### config.mk
export PLATFORM = sky130hd
export DESIGN_NAME = dmem_access_ctrl
export DESIGN_NICKNAME = d
export VERILOG_FILES = /design/src/rtl/dmem_pkg.sv /design/src/rtl/dmem_lastread_buf.sv /design/src/rtl/dmem_access_ctrl.sv
export SDC_FILE = /design/constraint.sdc
export NUM_CORES = 1
export LEC_CHECK = 0
export BUFFER_PORTS_ARGS = -buffer_cell sky130_fd_sc_hd__buf_2
export CAP_MARGIN = 20
export CELL_PAD_IN_SITES_DETAIL_PLACEMENT = 1
export CELL_PAD_IN_SITES_GLOBAL_PLACEMENT = 1
export CORE_UTILIZATION = 30
export CTS_CLUSTER_SIZE = 12
export DETAILED_ROUTE_END_ITERATION = 10
export PLACE_DENSITY_LB_ADDON = 0.1
export SETUP_SLACK_MARGIN = 0.02
export SYNTH_ARGS = -nofsm -noshare
export SYNTH_HDL_FRONTEND = slang
export SYNTH_HIERARCHICAL = 1
export SYNTH_SLANG_ARGS = --single-unit
### constraint.sdc
create_clock -name clk -period 1.9 [get_ports clk]
set_input_delay 0.38 -clock clk [delete_from_list [all_inputs] [get_ports clk]]
set_output_delay 0.38 -clock clk [all_outputs]
set_load 0.01 [all_outputs]
### src/rtl/dmem_pkg.sv
// Shared definitions for the memory-stage data-memory controller.
// State encoding, default widths and the load-abort fill value.
package dmem_pkg;

    typedef enum logic [1:0] {
        IDLE = 2'b00,
        BUSY = 2'b01,
        DONE = 2'b10
    } state_t;

    localparam int DEF_ADDR_W = 16;
    localparam int DEF_DATA_W = 16;
    localparam logic [DEF_DATA_W-1:0] ALL_ONES = '1;

endpackage

### src/rtl/dmem_lastread_buf.sv
// One-entry last-load buffer (valid, addr, data) for zero-stall repeat loads.
// Only compiled and instantiated when DMEM_LASTREAD_EN is defined.
`ifdef DMEM_LASTREAD_EN
module dmem_lastread_buf #(
    parameter int ADDR_W = 16,
    parameter int DATA_W = 16
) (
    input  logic              clk,
    input  logic              rst,
    input  logic [ADDR_W-1:0] lookup_addr,
    output logic              hit,
    output logic [DATA_W-1:0] hit_data,
    input  logic              fill_en,
    input  logic [ADDR_W-1:0] fill_addr,
    input  logic [DATA_W-1:0] fill_data,
    input  logic              update_en,
    input  logic [ADDR_W-1:0] update_addr,
    input  logic [DATA_W-1:0] update_data,
    input  logic              clear
);

    logic              entry_valid;
    logic [ADDR_W-1:0] entry_addr;
    logic [DATA_W-1:0] entry_data;

    assign hit      = entry_valid && (lookup_addr == entry_addr);
    assign hit_data = entry_data;

    // A completed store only refreshes data when it targets the cached address.
    always_ff @(posedge clk) begin
        if (rst || clear) begin
            entry_valid <= 1'b0;
            entry_addr  <= '0;
            entry_data  <= '0;
        end else if (fill_en) begin
            entry_valid <= 1'b1;
            entry_addr  <= fill_addr;
            entry_data  <= fill_data;
        end else if (update_en && entry_valid && (update_addr == entry_addr)) begin
            entry_data <= update_data;
        end
    end

endmodule
`endif

### src/rtl/dmem_access_ctrl.sv
// Memory-stage controller: handshakes EX/MEM load/store requests with a variable-latency memory.
// Optional DMEM_LASTREAD_EN adds a one-entry last-load buffer for zero-stall repeat loads.
module dmem_access_ctrl
    import dmem_pkg::*;
#(
    parameter int ADDR_W         = DEF_ADDR_W,
    parameter int DATA_W         = DEF_DATA_W,
    parameter int TIMEOUT_CYCLES = 64
) (
    input  logic              clk,
    input  logic              rst,
    input  logic              MEM_MemRead,
    input  logic              MEM_MemWrite,
    input  logic [ADDR_W-1:0] MEM_ALU_result,
    input  logic [DATA_W-1:0] MEM_data_write,
    output logic [DATA_W-1:0] data_out,
    output logic              stall,
    output logic              mem_err,
    output logic              mem_en,
    output logic              mem_wr,
    output logic [ADDR_W-1:0] mem_addr,
    output logic [DATA_W-1:0] mem_wdata,
    input  logic [DATA_W-1:0] mem_rdata,
    input  logic              mem_data_valid
);

    state_t            state, state_next;
    logic [7:0]        count;
    logic [ADDR_W-1:0] addr_q;
    logic [DATA_W-1:0] wdata_q;
    logic [DATA_W-1:0] data_q;
    logic              wr_q;
    logic              err_q;

    logic              req;
    logic              hit;
    logic [DATA_W-1:0] hit_data;
    logic              issue;
    logic              complete;
    logic              timeout;

    assign req      = MEM_MemRead | MEM_MemWrite;
    assign issue    = !rst && (state == IDLE) && req && !hit;
    assign complete = (state == BUSY) && mem_data_valid;
    assign timeout  = (state == BUSY) && !mem_data_valid
                      && (count == 8'(TIMEOUT_CYCLES - 1));

`ifdef DMEM_LASTREAD_EN
    logic              buf_hit;
    logic [DATA_W-1:0] buf_data;

    dmem_lastread_buf #(
        .ADDR_W (ADDR_W),
        .DATA_W (DATA_W)
    ) u_lastread_buf (
        .clk         (clk),
        .rst         (rst),
        .lookup_addr (MEM_ALU_result),
        .hit         (buf_hit),
        .hit_data    (buf_data),
        .fill_en     (complete && !wr_q),
        .fill_addr   (addr_q),
        .fill_data   (mem_rdata),
        .update_en   (complete && wr_q),
        .update_addr (addr_q),
        .update_data (wdata_q),
        .clear       (timeout)
    );

    assign hit      = !rst && (state == IDLE) && MEM_MemRead && !MEM_MemWrite && buf_hit;
    assign hit_data = buf_data;
`else
    assign hit      = 1'b0;
    assign hit_data = '0;
`endif

    always_comb begin
        state_next = state;
        case (state)
            IDLE:    if (issue) state_next = BUSY;
            BUSY:    if (complete || timeout) state_next = DONE;
            DONE:    state_next = IDLE;
            default: state_next = IDLE;
        endcase
    end

    // The request is presented to memory in the same cycle it is accepted,
    // so the address/data bypass the latches while mem_en is high.
    assign mem_en    = issue;
    assign mem_wr    = issue ? MEM_MemWrite   : wr_q;
    assign mem_addr  = issue ? MEM_ALU_result : addr_q;
    assign mem_wdata = issue ? MEM_data_write : wdata_q;
    assign stall     = issue || (state == BUSY);
    assign data_out  = hit ? hit_data : data_q;
    assign mem_err   = err_q;

    always_ff @(posedge clk) begin
        if (rst) begin
            state   <= IDLE;
            count   <= '0;
            addr_q  <= '0;
            wdata_q <= '0;
            wr_q    <= 1'b0;
            data_q  <= '0;
            err_q   <= 1'b0;
        end else begin
            state <= state_next;
            if (issue) begin
                addr_q  <= MEM_ALU_result;
                wdata_q <= MEM_data_write;
                wr_q    <= MEM_MemWrite;
                count   <= '0;
                if (MEM_MemRead && MEM_MemWrite) err_q <= 1'b1;
            end
            if (state == BUSY) count <= count + 8'd1;
            if (complete && !wr_q) data_q <= mem_rdata;
            if (timeout) begin
                err_q  <= 1'b1;
                data_q <= {DATA_W{ALL_ONES[0]}};
            end
            if (hit) data_q <= hit_data;
        end
    end

endmodule

==> flow_summary.toml, run 1 <==
[sta]
hold_viol_final = 0
max_slew.worst_pin.slew_ns = 0.5703
fin_hold_ws_ns = 0.3137
min_period_ns = 2.012
drv_slew = 0
slew-limit-headroom = 0.6198
setup_viol = 34
max_freq_mhz = 497.0
rsz0062_at_grt = "true"
finClkSkew_ns = 0.005171
setup_tns_ns = -2.865
min_period_over_period = 1.059
finalWorstSetupSlack_ns = -0.1121

[synthesis]
synth_top_cell_by_area = "dfxtp_1"
synth_top_area_frac = 0.4644
synth_edf_count = 0
synth_nets = 384
syn_inst = 330
yosys.cell_count.top_type = "nand2_1"
yosys-top-cells-count = "nand2_1, dfxtp_1, a21oi_1, o21ai_0, nand3_1"
yosysWarnings = 6
yosysSeqAreaShare = 0.4644
synth_area_leaders = "dfxtp_1, nand2_1, a21oi_1"
ys.flop_type = "dfxtp_1"
async_reset_ff_frac = 0
avgSynthCellArea_um2 = 7.837
synthesis.area_um2 = 2586
synth_seq_cells = 60
synth_cell_types = 41

[pwr]
p_per_area_nw_per_um2 = 768.3
total_power_mw = 3.092
vdd_drop_max_v = 0.0003538
p_leak_nw = 1.820

[routing]
wl_met3_um = 413
met2WireLength_mm = 4.184
first_pass_iters = 4
drt_iter0_markers = 81
route.layer.met1.wl_mm = 4.010
vias_per_cell = 5.088
routedWlPerCell_um = 15.32
vias = 2900
drc = 0
routed_wl_mm = 8.731
maxUsedRoutingLayer = "met4"
ant_nets = 0

[cells_and_area]
final_util = 0.4850
fill_cells = 1026
finalInstanceArea_um2 = 4025
syn2layout_area_growth_pct = 55.64
insertedDiodeCount = 0
multi_input_area_um2 = 1458
fin_nets = 515
layoutNonFillerInstCount = 570
drive_gt1_frac = 0.4710
regArea_um2 = 1204

[cts]
htree_levels = 3
worst_skew_pair.late_latency_ns = 0.32
path_clk_slew_ns = 0.07
cts_tree = "built"
cts_buffer_depth = 2
clockRootBuffer = "clkbuf_8"
cts.sinks = 60
cts_buffers = 9

[flow_run]
drv_cap = 0

[die]
initial_core_util = 0.3116
io_pins = 105
rows = 33
die_width_um = 94.85
die_h_um = 94.85
dieArea_um2 = 8997
core_area_um2 = 8299

[critical_path]
worst_path_largest_cell_delay_ns = 0.42
crit_path_end_kind = "output pin"
cp_num_buf_inv = 2
required_ns = 1.52
path_cells = "or3_4, buf_12, o21ai_1, nand2_1, buf_2"
worstSetupPathType = "flip-flop to output pin"
crit_fanout = 17
startpoint_type = "flip-flop"
cp.arrival_ns = 1.63
cp_top_family = "simple AND/OR/NAND/NOR gates"
slowest_stage = "or3_4"

[status]
violations = "setup timing"
outcome = "finished, violations left"

[place]
gp_congestion = 0.7428
dp_hpwl_mm = 5.450
pre_cts_ws_ns = -0.01086
io_buffers = 104
placed_cell_area_um2 = 3406
dp_cells = 542

[grt]
grt_max_degree = 54
grt_usage = 0.1958
grt_pass1_wl_mm = 13.48
grt_pass1_vias = 2792
antenna_found_initial = 0
gr-total-overflow = 0

[worst_hold_path]
min_path_type = "primary input to flip-flop"
## sequential cells by signal, indices dropped and copies added, names as in the netlist
register,flops
addr_q,16
count,8
wr_q,1
mem_err,1
wdata_q,16
data_out,16
state,2
## power breakdown
part	total, mW	leakage [nW]	switching, mW	internal, mW
Sequential	1.35	0.490	0.0276	1.32
Combinational	0.663	1.23	0.354	0.310
Clock	1.08	0.0986	0.475	0.608
## metal layers
metal  global-route usage  vias to the layer above
li1                     -                     1436
met1               0.2395                     1376
met2               0.3315                       78
met3              0.04026                       10
met4              0.08333                        0
met5                    0                        -
## placed cells by master (no fill, tap or decap), types with 2 or more instances in the layout
master      n
o21ai_2    24
inv_1       3
nor2_1      2
nand2_1    68
nand3_1    19
buf_16      2
nor2b_1     3
nand3_2    13
buf_2      99
nand2_2     3
nand4bb_1   2
dfxtp_2     2
o21ai_1     7
a31oi_1    17
buf_12      4
clkbuf_16   2
clkbuf_8   13
dfxtp_1    58
nor3b_1     2
buf_6       7
o21ai_0     6
o21ai_4     2
buf_4      34
nand2b_1    3
o31ai_1     2
o311ai_0    2
nand3_4     2
a21oi_1    39
## cell type report
class,instances,area share
Inverter,4,0.003730
Sequential cell,60,0.2990
Clock inverter,1,0.001243
Clock buffer,14,0.04538
Timing Repair Buffer,149,0.2558
Multi-Input combinational cell,237,0.3621
Tap cell,105,0.03264
## worst paths after layout
kind,start,end,slack [ns],depth (start not counted)
worst max-delay path,state[0],mem_wdata[5],-0.11,5
worst min-delay path,MEM_ALU_result[12],addr_q[12],0.31,3
worst max register to register,count[0],data_out[7],0.21,4
worst min register to register,wdata_q[0],wdata_q[0],0.47,2
## worst register-to-register path, cell delays in order (launching register included)
cell and delay (ns):
dfxtp_1 0.39, ha_1 0.22, nand3_2 0.16, or4_4 0.66, a31oi_1 0.19
## repair_timing
action                                  4_1_cts  5_1_grt
pin swaps                                     3        5
setup buffers                                 3        6
endpoints found under the setup margin       34       34
hold buffers                                  0        0
gates cloned                                  2        2
resized for setup                            53       37
## kinds of logic after synthesis
family,count (synthesis),share of synthesized area
adder cells (fa/ha/maj),1,0.004837
multiplexers,2,0.008224
buffers and inverters,33,0.05902
flip-flops,60,0.4644
AND/OR/NAND/NOR,129,0.2395
AO/OA/AOI/OAI,105,0.2240
Power figures use the tool's default switching activity.
==> run 2, diff against run 1 <==
Settings changed: REMOVE_ABC_BUFFERS set to 1.
==> flow_summary.toml, run 2 (synthesized netlist as in run 1, its figures left out) <==
[sta]
hold_viol_final = 0
finalWorstSetupSlack_ns = -0.1081
max_freq_mhz = 498.0
min_period_ns = 2.008
drv_slew = 0
setup_viol = 33
finClkSkew_ns = 0.01050
slew-limit-headroom = 0.7288
max_slew.worst_pin.slew_ns = 0.4017
rsz0062_at_grt = "true"
min_period_over_period = 1.057
setup_tns_ns = -2.143

[worst_hold_path]
min_path_type = "primary input to flip-flop"

[cells_and_area]
fin_nets = 498
insertedDiodeCount = 0
layout_common_cells = "buf_2, nand2_1, dfxtp_1"
mostFrequentLayoutCell = "buf_2"
syn2layout_area_growth_pct = 48.09
drive_gt1_frac = 0.4543
layoutNonFillerInstCount = 554

[critical_path]
slowest_stage = "dfxtp_2"
worstSetupPathType = "flip-flop to output pin"
crit_path_end_kind = "output pin"
required_ns = 1.52
path_cells = "buf_6, nor3_4, buf_4, buf_6, nand3_1, nand2_1, buf_2"
worst_path_largest_cell_delay_ns = 0.33
startpoint_type = "flip-flop"
cp_common_cell = "buf_6"
crit_fanout = 8
cp.arrival_ns = 1.63

[grt]
grt_usage = 0.1948
grt_pass1_vias = 2750
grt_max_degree = 35
grt_pass1_wl_mm = 13.40
antenna_found_initial = 0
gr-total-overflow = 0

[pwr]
p_leak_nw = 1.721
vdd_drop_max_v = 0.0004260
p_per_area_nw_per_um2 = 799.4

[cts]
worst_skew_pair.late_latency_ns = 0.33
cts_tree = "built"
path_clk_slew_ns = 0.07
clockRootBuffer = "clkbuf_8"
cts_buffer_depth = 2
htree_levels = 3
cts.sinks = 60
cts_buffers = 9

[routing]
routedWlPerCell_um = 15.60
routed_wl_mm = 8.641
vias = 2773
first_pass_iters = 4
ant_nets = 0
vias_per_cell = 5.005
drc = 0
drt_iter0_markers = 74

[place]
dp_hpwl_mm = 5.568
io_buffers = 104
gp_congestion = 0.7329
dp_cells = 524

[flow_run]
drv_cap = 0

[status]
violations = "setup timing"
outcome = "finished, violations left"

[die]
rows = 33
die_h_um = 94.85
core_area_um2 = 8299
initial_core_util = 0.3116
die_width_um = 94.85
dieArea_um2 = 8997
io_pins = 105
## run 2: changes by cell type in the layout (fill, tap and decap cells not counted), moves of 3 or more
cell / before / now
nand3_2: 13 / 10
nand3_1: 19 / 24
buf_2: 99 / 102
o21ai_2: 24 / 30
o21ai_1: 7 / 1
buf_4: 34 / 17
clkbuf_8: 13 / 9
## run 2: report_power, final
part	total [mW]	switching (mW)	internal, mW
Combinational	0.611	0.344	0.267
Sequential	1.35	0.0289	1.32
Clock	1.10	0.504	0.600
Total	3.06	0.877	2.18
## run 2: path summary, 6_finish.rpt
kind                 from           end  slack (ns)  cells past startpoint
min reg2reg    wdata_q[3]    wdata_q[3]        0.47                      2
max              state[0]  mem_addr[15]       -0.11                      7
max reg2reg      state[1]  data_out[11]        0.15                      5
min          mem_rdata[2]   data_out[2]        0.31                      3
## run 2: critical path, delay by kind of cell (launching register included)
family | cells | cell delay (ns)
buf+inv | 4 | 0.53
simple gates | 3 | 0.44
flops | 1 | 0.33
## run 2: cell type report
type	instances	area, um^2
inverter	4	15.01
clock buffer	11	131.4
clock inverter	5	52.55
timing repair buffer	132	837.1
sequential	60	1204
fill	1026	4469
tap	105	131.4
multi-input combinational	237	1459
## run 2: per-stage QoR
step / setup slack [ns] / power (mW) / hold slack, ns / utilization / area (um^2)
2_1_floorplan: -0.3544 / 1.586 / 0.4424 / - / 2449
3_5_place_dp: -0.07118 / 1.859 / 0.4667 / 0.3926 / 3258
6_report: -0.1081 / 3.062 / 0.3126 / 0.4615 / 3830
5_1_grt: -0.1952 / 3.211 / 0.3120 / 0.4615 / 3830
3_3_place_gp: -0.01981 / 1.850 / 0.4602 / 0.3926 / 3258
4_1_cts: -0.1121 / 3.038 / 0.3006 / 0.4414 / 3664
## run 2: metal layers
layer  share of wire  GRT usage  up-vias  wire length, um
li1                -          -     1394                -
met1            0.48     0.2530     1296             4146
met2            0.46     0.3159       76             3945
met3           0.054    0.04670        7              468
met4          0.0093    0.06439        0               80
met5               0          0        -                0
## run 2: what timing repair did
item,in CTS,in global routing
setup endpoints to repair,34,35
setup buffers,10,3
pin swaps,4,4
hold buffers,0,0
resized for setup,66,31
gates cloned,1,1
==> run 3, diff against run 2 <==
==> constraint.sdc (replaced) <==
create_clock -name clk -period 2.54 [get_ports clk]
set_input_delay 0 -clock clk [delete_from_list [all_inputs] [get_ports clk]]
set_output_delay 0 -clock clk [all_outputs]
set_load 0.01 [all_outputs]
==> flow_summary.toml, run 3 (synthesized netlist as in run 1, its figures left out) <==
[grt]
grt_pass1_vias = 2911
grt_pass1_wl_mm = 13.80
gr-total-overflow = 0
grt_usage = 0.1980
grt_max_degree = 50
antenna_found_initial = 0

[worst_hold_path]
min_path_type = "primary input to flip-flop"

[routing]
drt_iter0_markers = 53
vias_per_cell = 4.950
ant_nets = 0
vias = 2876
drc = 0
first_pass_iters = 4
routed_wl_mm = 8.657
routedWlPerCell_um = 14.90

[sta]
max_slew.worst_pin.slew_ns = 0.7209
hold_viol_final = 0
finalWorstSetupSlack_ns = 0.3753
min_period_ns = 2.165
drv_slew = 0
setup_tns_ns = 0
max_freq_mhz = 462.0
setup_viol = 0
min_period_over_period = 0.8522
rsz0062_at_grt = "false"
slew-limit-headroom = 0.5194
fin_hold_ws_ns = 0.05590
finClkSkew_ns = 0.009838

[critical_path]
crit_fanout = 23
crit_path_end_kind = "output pin"
cp_num_buf_inv = 2
cp_top_family = "simple AND/OR/NAND/NOR gates"
path_cells = "or3_1, buf_4, o21ai_0, nand2_1, buf_2"
slowest_stage = "or3_1"
worst_path_largest_cell_delay_ns = 0.60
worstSetupPathType = "flip-flop to output pin"
cp.arrival_ns = 2.16
startpoint_type = "flip-flop"
required_ns = 2.54

[die]
dieArea_um2 = 8997
io_pins = 105
core_area_um2 = 8299
rows = 33
die_width_um = 94.85
die_h_um = 94.85
initial_core_util = 0.3116

[pwr]
p_sw_mw = 0.6115
p_leak_nw = 1.750
swShare = 0.2745
seqPwrFrac = 0.451
p_per_area_nw_per_um2 = 579.0
clkPwrFrac = 0.368
vdd_drop_max_v = 0.0002891
comb_power_share = 0.181
intPower_mw = 1.616

[cts]
ctsResizeCount = 0
cts_buffer_depth = 2
clockRootBuffer = "clkbuf_8"
cts_tree = "built"
htree_levels = 3
cts.sinks = 60
path_clk_slew_ns = 0.06
worst_skew_pair.late_latency_ns = 0.33
cts_buffers = 9

[cells_and_area]
mostFrequentLayoutCell = "buf_2"
layout_common_cells = "buf_2, nand2_1, dfxtp_1"
insertedDiodeCount = 0
syn2layout_area_growth_pct = 48.77
fin_nets = 525
drive_gt1_frac = 0.2794
finalInstanceArea_um2 = 3847
final_util = 0.4636
fill_cells = 1041

[status]
outcome = "finished clean"

[place]
placed_cell_area_um2 = 3173
dp_hpwl_mm = 5.244
gp_congestion = 0.7162
io_buffers = 104
pre_cts_ws_ns = 0.7114

[flow_run]
drv_cap = 0
run 3: cell count changes in the layout (fill, tap and decap cells not counted), sizes merged:
| cell | delta |
|---|---|
| dlygate4sd3 | +49 |
| clkbuf | -1 |
| buf | -21 |
run 3: area by class of cell:
cell class	count	area, um^2	area share
Clock buffer	11	131.4	0.03415
Clock inverter	5	52.55	0.01366
Inverter	4	15.01	0.003902
Multi-Input combinational cell	237	1247	0.3242
Sequential cell	60	1201	0.3122
Tap cell	105	131.4	0.03415
Timing Repair Buffer	159	1069	0.2777
run 3: final timing paths:
check / to / cells past startpoint / start / slack [ns]
setup reg to reg: wdata_q[4] / 4 / state[1] / 0.67
setup / recovery: mem_wdata[11] / 5 / state[1] / 0.38
hold reg to reg: data_out[15] / 2 / data_out[15] / 0.48
hold / removal: mem_err / 3 / MEM_MemRead / 0.06
run 3: layer usage:
metal  global-route usage  up-vias  share of wire
met4              0.08460        0          0.015
met2               0.3333       82           0.48
met1               0.2468     1338           0.46
met3              0.03543       12          0.045
li1                     -     1444              -
met5                    0        -              0
run 3: metrics by stage:
| step | std cells | total power [mW] |
|---|---|---|
| final | 581 | 2.228 |
| after global routing | 581 | 2.360 |
| after CTS | 581 | 2.260 |
| after detailed placement | 516 | 1.371 |
| after global placement | 516 | 1.366 |
| after floorplan | 301 | 1.186 |
run 3: repair_timing:
action,4_1_cts,5_1_grt
endpoints found under the hold margin,49,0
setup buffers,0,0
hold buffers,49,0
run 3: tightest hold or removal path, stage by stage:
cell	delay, ns
buf_2	0.13
a31oi_1	0.11
a21oi_2	0.11
run 3: power by group through the flow:
| stage | Combinational (mW) | Sequential [mW] | Clock, mW |
|---|---|---|---|
| 4_1_cts | 0.405 | 1.00 | 0.851 |
| 6_report | 0.404 | 1.00 | 0.820 |
| 3_3_place_gp | 0.342 | 1.02 | 0 |
| 3_5_place_dp | 0.346 | 1.02 | 0 |
| 5_1_grt | 0.445 | 1.01 | 0.907 |
| 2_1_floorplan | 0.163 | 1.02 | 0 |
